**src/rtl/lru_tracker_if.sv**
```systemverilog
// Access/victim-query bus of the LRU age tracker.
// Widths follow the tracker's geometry, so the instance must use the tracker's parameters.
interface lru_tracker_if #(
    parameter int NUM_SETS = 128,
    parameter int WAYS     = 4
);
    localparam int SET_W = $clog2(NUM_SETS);
    localparam int WAY_W = $clog2(WAYS);

    logic             acc_valid;
    logic             acc_ready;
    logic             acc_op;
    logic [SET_W-1:0] acc_set;
    logic [WAY_W-1:0] acc_way;
    logic [WAY_W-1:0] old_age;
    logic             upd_valid;
    logic             acc_err;
    logic             vq_valid;
    logic [SET_W-1:0] vq_set;
    logic [WAY_W-1:0] victim_way;
    logic             victim_valid;

    modport master (
        output acc_valid, acc_op, acc_set, acc_way, vq_valid, vq_set,
        input  acc_ready, old_age, upd_valid, acc_err, victim_way, victim_valid
    );

    modport slave (
        input  acc_valid, acc_op, acc_set, acc_way, vq_valid, vq_set,
        output acc_ready, old_age, upd_valid, acc_err, victim_way, victim_valid
    );
endinterface

```
**src/rtl/lru_tracker.sv**
```systemverilog
// Per-set true-LRU tracker: each set holds a permutation of ages (WAYS-1 = MRU, 0 = LRU).
// Ages are swept to identity after reset, then updated by touch/demote and read by victim queries.
module lru_tracker #(
    parameter int NUM_SETS = 128,
    parameter int WAYS     = 4
) (
    input  logic          clk,
    input  logic          rst_n,
    lru_tracker_if.slave  bus
);
    localparam int SET_W = $clog2(NUM_SETS);
    localparam int WAY_W = $clog2(WAYS);
    localparam logic [WAY_W-1:0] AGE_MRU  = WAY_W'(WAYS - 1);
    localparam logic [WAY_W-1:0] AGE_ONE  = WAY_W'(1);
    localparam logic [SET_W-1:0] LAST_SET = SET_W'(NUM_SETS - 1);
    localparam logic [SET_W-1:0] SET_ONE  = SET_W'(1);

    typedef enum logic {ST_INIT, ST_RUN} state_t;

    state_t           state_q, state_d;
    logic [SET_W-1:0] sweep_q, sweep_d;
    logic [WAY_W-1:0] old_age_q, old_age_d;
    logic [WAY_W-1:0] victim_way_q, victim_way_d;
    logic             upd_valid_q, upd_valid_d;
    logic             acc_err_q, acc_err_d;
    logic             victim_valid_q, victim_valid_d;

    logic [WAY_W-1:0] age_q     [NUM_SETS][WAYS];
    logic [WAY_W-1:0] cur_row   [WAYS];
    logic [WAY_W-1:0] upd_row_d [WAYS];
    logic [WAY_W-1:0] vq_row    [WAYS];

    logic             run;
    logic             acc_in_range;
    logic             vq_in_range;
    logic             acc_fire;
    logic [SET_W-1:0] acc_set_idx;
    logic [WAY_W-1:0] acc_way_idx;
    logic [SET_W-1:0] vq_set_idx;
    logic [WAY_W-1:0] cur_age;
    logic [WAY_W-1:0] victim_found;

    assign run          = (state_q == ST_RUN);
    assign acc_in_range = (32'(bus.acc_set) < 32'(NUM_SETS)) && (32'(bus.acc_way) < 32'(WAYS));
    assign vq_in_range  = (32'(bus.vq_set) < 32'(NUM_SETS));
    assign acc_fire     = run && bus.acc_valid && acc_in_range;

    // Clamp indices so out-of-range requests never address beyond the age array.
    assign acc_set_idx  = acc_in_range ? bus.acc_set : '0;
    assign acc_way_idx  = acc_in_range ? bus.acc_way : '0;
    assign vq_set_idx   = vq_in_range  ? bus.vq_set  : '0;
    assign cur_age      = cur_row[acc_way_idx];

    for (genvar gi = 0; gi < WAYS; gi++) begin : g_way
        assign cur_row[gi] = age_q[acc_set_idx][gi];

        assign upd_row_d[gi] =
            (WAY_W'(gi) == acc_way_idx)             ? (bus.acc_op ? '0 : AGE_MRU) :
            (!bus.acc_op && cur_row[gi] > cur_age)  ? cur_row[gi] - AGE_ONE :
            ( bus.acc_op && cur_row[gi] < cur_age)  ? cur_row[gi] + AGE_ONE :
                                                      cur_row[gi];

        // A query hitting the set being updated this cycle sees the post-update ages.
        assign vq_row[gi] = (acc_fire && vq_set_idx == acc_set_idx) ? upd_row_d[gi]
                                                                    : age_q[vq_set_idx][gi];
    end

    always_comb begin
        victim_found = '0;
        for (int i = 0; i < WAYS; i++) begin
            if (vq_row[i] == '0) victim_found = WAY_W'(i);
        end
    end

    always_comb begin
        state_d        = state_q;
        sweep_d        = sweep_q;
        old_age_d      = old_age_q;
        victim_way_d   = victim_way_q;
        upd_valid_d    = 1'b0;
        acc_err_d      = 1'b0;
        victim_valid_d = 1'b0;
        case (state_q)
            ST_INIT: begin
                sweep_d = sweep_q + SET_ONE;
                if (sweep_q == LAST_SET) begin
                    state_d = ST_RUN;
                    sweep_d = '0;
                end
            end
            ST_RUN: begin
                if (bus.acc_valid) begin
                    if (acc_in_range) begin
                        upd_valid_d = 1'b1;
                        old_age_d   = cur_age;
                    end else begin
                        acc_err_d   = 1'b1;
                    end
                end
                if (bus.vq_valid) begin
                    victim_valid_d = 1'b1;
                    victim_way_d   = vq_in_range ? victim_found : '0;
                end
            end
            default: state_d = ST_INIT;
        endcase
    end

    always_ff @(posedge clk or negedge rst_n) begin
        if (!rst_n) begin
            state_q        <= ST_INIT;
            sweep_q        <= '0;
            old_age_q      <= '0;
            victim_way_q   <= '0;
            upd_valid_q    <= 1'b0;
            acc_err_q      <= 1'b0;
            victim_valid_q <= 1'b0;
        end else begin
            state_q        <= state_d;
            sweep_q        <= sweep_d;
            old_age_q      <= old_age_d;
            victim_way_q   <= victim_way_d;
            upd_valid_q    <= upd_valid_d;
            acc_err_q      <= acc_err_d;
            victim_valid_q <= victim_valid_d;
        end
    end

    // Age storage is deliberately reset-free; the INIT sweep gives it a defined value.
    always_ff @(posedge clk) begin
        if (state_q == ST_INIT) begin
            for (int i = 0; i < WAYS; i++) age_q[sweep_q][i] <= WAY_W'(i);
        end else if (acc_fire) begin
            for (int i = 0; i < WAYS; i++) age_q[acc_set_idx][i] <= upd_row_d[i];
        end
    end

    assign bus.acc_ready    = run;
    assign bus.old_age      = old_age_q;
    assign bus.upd_valid    = upd_valid_q;
    assign bus.acc_err      = acc_err_q;
    assign bus.victim_way   = victim_way_q;
    assign bus.victim_valid = victim_valid_q;
endmodule

```
**src/flat_wrapper.sv**
```systemverilog
// flat-port wrapper written by rule: the top's interface ports become plain ports
module lru_tracker_flat 
#(
    parameter int NUM_SETS = 128,
    parameter int WAYS     = 4
)
  (clk, rst_n, bus_acc_valid, bus_acc_op, bus_acc_set, bus_acc_way, bus_vq_valid, bus_vq_set, bus_acc_ready, bus_old_age, bus_upd_valid, bus_acc_err, bus_victim_way, bus_victim_valid);
  lru_tracker_if #(.NUM_SETS(NUM_SETS), .WAYS(WAYS)) bus_i ();
  input  logic clk;
  input  logic rst_n;
  input wire logic [$bits(bus_i.acc_valid)-1:0] bus_acc_valid;
  input wire logic [$bits(bus_i.acc_op)-1:0] bus_acc_op;
  input wire logic [$bits(bus_i.acc_set)-1:0] bus_acc_set;
  input wire logic [$bits(bus_i.acc_way)-1:0] bus_acc_way;
  input wire logic [$bits(bus_i.vq_valid)-1:0] bus_vq_valid;
  input wire logic [$bits(bus_i.vq_set)-1:0] bus_vq_set;
  output wire logic [$bits(bus_i.acc_ready)-1:0] bus_acc_ready;
  output wire logic [$bits(bus_i.old_age)-1:0] bus_old_age;
  output wire logic [$bits(bus_i.upd_valid)-1:0] bus_upd_valid;
  output wire logic [$bits(bus_i.acc_err)-1:0] bus_acc_err;
  output wire logic [$bits(bus_i.victim_way)-1:0] bus_victim_way;
  output wire logic [$bits(bus_i.victim_valid)-1:0] bus_victim_valid;
  assign bus_i.acc_valid = bus_acc_valid;
  assign bus_i.acc_op = bus_acc_op;
  assign bus_i.acc_set = bus_acc_set;
  assign bus_i.acc_way = bus_acc_way;
  assign bus_i.vq_valid = bus_vq_valid;
  assign bus_i.vq_set = bus_vq_set;
  assign bus_acc_ready = bus_i.acc_ready;
  assign bus_old_age = bus_i.old_age;
  assign bus_upd_valid = bus_i.upd_valid;
  assign bus_acc_err = bus_i.acc_err;
  assign bus_victim_way = bus_i.victim_way;
  assign bus_victim_valid = bus_i.victim_valid;
  lru_tracker #(.NUM_SETS(NUM_SETS), .WAYS(WAYS)) u_core (.clk(clk), .rst_n(rst_n), .bus(bus_i));
endmodule
```
**config.mk**
```make
export PLATFORM = sky130hd
export DESIGN_NAME = lru_tracker_flat
export DESIGN_NICKNAME = d
export VERILOG_FILES = /design/src/rtl/lru_tracker_if.sv /design/src/rtl/lru_tracker.sv /design/src/flat_wrapper.sv
export SDC_FILE = /design/constraint.sdc
export NUM_CORES = 1
export LEC_CHECK = 0
export ABC_AREA = 1
export BUFFER_PORTS_ARGS = -buffer_cell sky130_fd_sc_hd__buf_2
export CAP_MARGIN = 20
export CORE_MARGIN = 4
export CORE_UTILIZATION = 40
export CTS_CLUSTER_DIAMETER = 200
export CTS_CLUSTER_SIZE = 30
export DETAILED_ROUTE_END_ITERATION = 8
export PLACE_DENSITY = 0.5
export SLEW_MARGIN = 20
export SYNTH_ARGS = -nofsm -noshare
export SYNTH_HDL_FRONTEND = slang
export SYNTH_SLANG_ARGS = --single-unit
```
**constraint.sdc**
```tcl
create_clock -name clk -period 9.2 [get_ports clk]
set_clock_uncertainty 0.05 [all_clocks]
set_input_delay 1.38 -clock clk [delete_from_list [all_inputs] [get_ports clk]]
set_output_delay 1.38 -clock clk [all_outputs]
set_load 0.05 [all_outputs]
```
==> impl_metrics.json <==
{
  "status": "finished, final reports clean",
  "largest_net_degree_at_the_start_of_global_routing": 141,
  "clockBufferDepth": 3,
  "grt_pass1_vias": 37150,
  "ioPinCount": 29,
  "synthDominantAreaCellType": "sky130_fd_sc_hd__edfxtp_1",
  "post_drt_wl_per_cell_um": 27.6,
  "max_freq_ghz": 0.151,
  "min_period_ns": 6.61,
  "totalPowerFinal_mw": 8.33,
  "seq_area_frac_synth_pct": 62.4,
  "synth.mux.area_fraction_pct": 0,
  "vdd_drop_max_mv": 0.125,
  "post-dp-hpwl_um": 103000,
  "root_buffer": "sky130_fd_sc_hd__clkbuf_16",
  "worstSetupStartpointType": "input pin",
  "worstMarginPinSlew_ns": 1.16,
  "synth_top_family_by_area": "simple AND/OR/NAND/NOR gates",
  "die_x_um": 361,
  "async_flop_share_pct": 1.35,
  "relSlewSlack_pct": 22.1,
  "final_antenna_net_count": 0,
  "number_of_buffers_created_by_cts": 40,
  "endpoint_kind": "flop",
  "final_layout_size_suffix_gt1_share_pct": 3.96,
  "synth_edf_count": 1024,
  "worst_min_path_class": "reg -> reg",
  "post_synthesis_compound_gate_area_fraction_pct": 8.34,
  "cp_data_required_time_ns": 9.55,
  "fp.dieArea_um2": 130000,
  "avgViaCountPerCell": 6.03,
  "drv_cap": 0,
  "synthDominantCellAreaShare_pct": 61.7,
  "cts.reportedPaths.clkPinSlew_ns": 0.13,
  "power.static_leakage_nw": 17.7,
  "placement_rows": 129,
  "finish.cell_count_without_fillers": 6565,
  "ys_ff_latch": 1038,
  "synth_top_cells_by_count": "1,310 x sky130_fd_sc_hd__nand2_1, 1,024 x sky130_fd_sc_hd__edfxtp_1, 1,010 x sky130_fd_sc_hd__nand3_1",
  "post_cts_setup_buffer_count": 0,
  "final_max_slew_viol_count": 0,
  "synthSimpleGateAreaFrac_pct": 24.4,
  "numPortBuffers": 27,
  "design_area_um2": 52300,
  "cell_count_after_placement": 6511,
  "drt_wl_total_um": 181000,
  "detail_route.drc_violations": 0,
  "finalHoldWorstSlack_ns": 0.465,
  "initialDrtViolationCount": 4981,
  "final.setup.tns_ns": 0,
  "postSynth.topFlopCell": "sky130_fd_sc_hd__edfxtp_1",
  "path_max_fanout": 103,
  "core_area_um2": 124000,
  "initial_antenna_violation_count": 7,
  "rsz0062_at_grt": "false",
  "cp.arrival_ns": 6.95,
  "p_per_area_nw_per_um2": 159,
  "wire_length_of_the_first_global_routing_pass_um": 261000,
  "report.final.hold_viol_count": 0,
  "start_util_pct": 40.3,
  "report.final.setup_viol": 0,
  "postSynthNetCount": 5181,
  "insertion_delay_ns": 0.68,
  "worstSetupPathType": "in -> reg",
  "tritoncts_num_sinks": 1038,
  "place.gp.congestion": 0.906,
  "dieHeight_um": 361,
  "post_synth_main_area_contributors": "sky130_fd_sc_hd__edfxtp_1 62%, sky130_fd_sc_hd__nand3_1 10%, sky130_fd_sc_hd__nand2_1 9.9%",
  "drt-pass1-iter-count": 6,
  "min_period_over_period_pct": 71.8,
  "ctsResizeCount": 0,
  "grt_use_total_pct": 26.8,
  "final_nets": 4948,
  "tritoncts": "built",
  "hold_fix_buffers_at_cts": 0,
  "detailroute.via_count": 39593,
  "number_of_warnings_reported_in_the_yosys_synthesis_log": 0,
  "xor_xnor_portion_of_the_synthesized_cell_area_pct": 0.158,
  "grt_overflow": 0,
  "area_growth_pct": 4.91,
  "post_synth.cell_area_avg_um2": 9.67,
  "ctsHtreeMaxLevel": 2,
  "synth.cell_area_um2": 49800,
  "placedInstanceArea_um2": 51200,
  "synth_fa_ha_area_share_pct": 0.226,
  "postSynthCellCount": 5151,
  "netlist-cell-type-count": 42,
  "yosys.cell_count.top_type": "sky130_fd_sc_hd__nand2_1"
}
## cells in the final DEF, fill, tap and decap left out, drive strengths merged, types with 4 or more instances in the layout
master | Yosys | routed
a21oi | 70 | 70
a22oi | 4 | 4
buf | 249 | 115
clkbuf | 142 | 50
clkinv | 5 | 4
dfrtp | 14 | 14
edfxtp | 1024 | 1024
ha | 9 | 9
inv | 64 | 66
nand2 | 1313 | 1313
nand3 | 1010 | 1010
nor2 | 540 | 540
nor3 | 5 | 5
o211ai | 37 | 37
o21ai | 444 | 444
o221ai | 21 | 21
o22ai | 166 | 166
or2 | 12 | 12
xor2 | 7 | 7
## power breakdown
part	internal (mW)	switching, mW	leakage [nW]
clock	0.828	1.49	0.522
combinational	0.232	0.673	8.57
sequential	5.11	0	8.57
## routing by layer
layer / GRT usage [%] / vias to the layer above / share of wire (%) / wire length, um
met2: 41.2 / 1971 / 45 / 81000
li1: - / 17652 / - / -
met5: 0.145 / - / 0.010 / 18
met3: 4.11 / 275 / 8.9 / 16200
met1: 39.1 / 19693 / 43 / 77800
met4: 8.67 / 2 / 3.2 / 5870
## metrics by stage
stage / setup slack [ns] / utilization [%]
after floorplan: 1.46 / -
after global placement: 1.90 / 41.4
after detailed placement: 1.93 / 41.4
after CTS: 2.61 / 42.2
after global routing: 2.23 / 42.3
final: 2.59 / 42.3
## critical path, stage by stage
cell,delay (ns)
sky130_fd_sc_hd__buf_8,0.23
sky130_fd_sc_hd__inv_8,0.75
sky130_fd_sc_hd__o21ai_0,0.23
sky130_fd_sc_hd__o22ai_1,0.29
sky130_fd_sc_hd__nand2_1,0.08
sky130_fd_sc_hd__nand3_1,0.20
sky130_fd_sc_hd__nand2_1,0.21
sky130_fd_sc_hd__o21ai_1,0.27
sky130_fd_sc_hd__nand2_1,0.16
sky130_fd_sc_hd__nand3_1,0.21
sky130_fd_sc_hd__nand2_2,0.10
sky130_fd_sc_hd__o22ai_1,0.13
sky130_fd_sc_hd__a21oi_1,0.06
sky130_fd_sc_hd__o21ai_1,0.34
sky130_fd_sc_hd__ha_1,0.34
sky130_fd_sc_hd__a21oi_1,0.15
sky130_fd_sc_hd__nand2_1,0.09
sky130_fd_sc_hd__nand2_1,0.11
sky130_fd_sc_hd__nand3_1,0.08
sky130_fd_sc_hd__nand3_1,0.08
sky130_fd_sc_hd__nand2_1,0.10
sky130_fd_sc_hd__nand2_4,0.60
sky130_fd_sc_hd__buf_4,0.57
## state kept, by name, indices dropped and copies added (netlist names)
name	flops
u_core.sweep_q	7
u_core.age_q	1024
u_core.bus.victim_way	2
u_core.bus.upd_valid	1
u_core.bus.victim_valid	1
u_core.bus.acc_ready	1
u_core.bus.old_age	2
## cell type report
class | count | area [um2]
Fill cell | 12059 | 71400
Sequential cell | 1038 | 31100
Multi-Input combinational cell | 3653 | 16600
Tap cell | 1637 | 2050
Timing Repair Buffer | 116 | 1170
Clock buffer | 49 | 1060
Inverter | 69 | 299
Clock inverter | 1 | 16.3
Antenna cell | 2 | 5.00
## logic make-up (layout without fill, tap and decap cells)
| family | count (synthesis) | count (layout) |
|---|---|---|
| AO/OA/AOI/OAI | 748 | 748 |
| XOR/XNOR | 9 | 9 |
| adder cells (fa/ha/maj) | 9 | 9 |
| buffers and inverters | 460 | 235 |
| flip-flops | 1038 | 1038 |
| other | 1 | 3 |
| AND/OR/NAND/NOR | 2886 | 2886 |
## final timing paths
path / startpoint / end / slack [ns] / cells after the start
hold / removal: u_core.bus.old_age[1] / u_core.bus.old_age[1] / 0.47 / 2
setup / recovery: bus_acc_set[1] / u_core.age_q[116][1] / 2.59 / 23
hold reg to reg: u_core.bus.old_age[1] / u_core.bus.old_age[1] / 0.47 / 2
max in group asynchronous: rst_n / u_core.bus.victim_valid / 8.28 / 1
min in group asynchronous: rst_n / u_core.bus.acc_ready / 0.55 / 1
setup reg to reg: u_core.age_q[121][1] / u_core.age_q[116][1] / 4.11 / 22
Power figures use the tool's default switching activity.
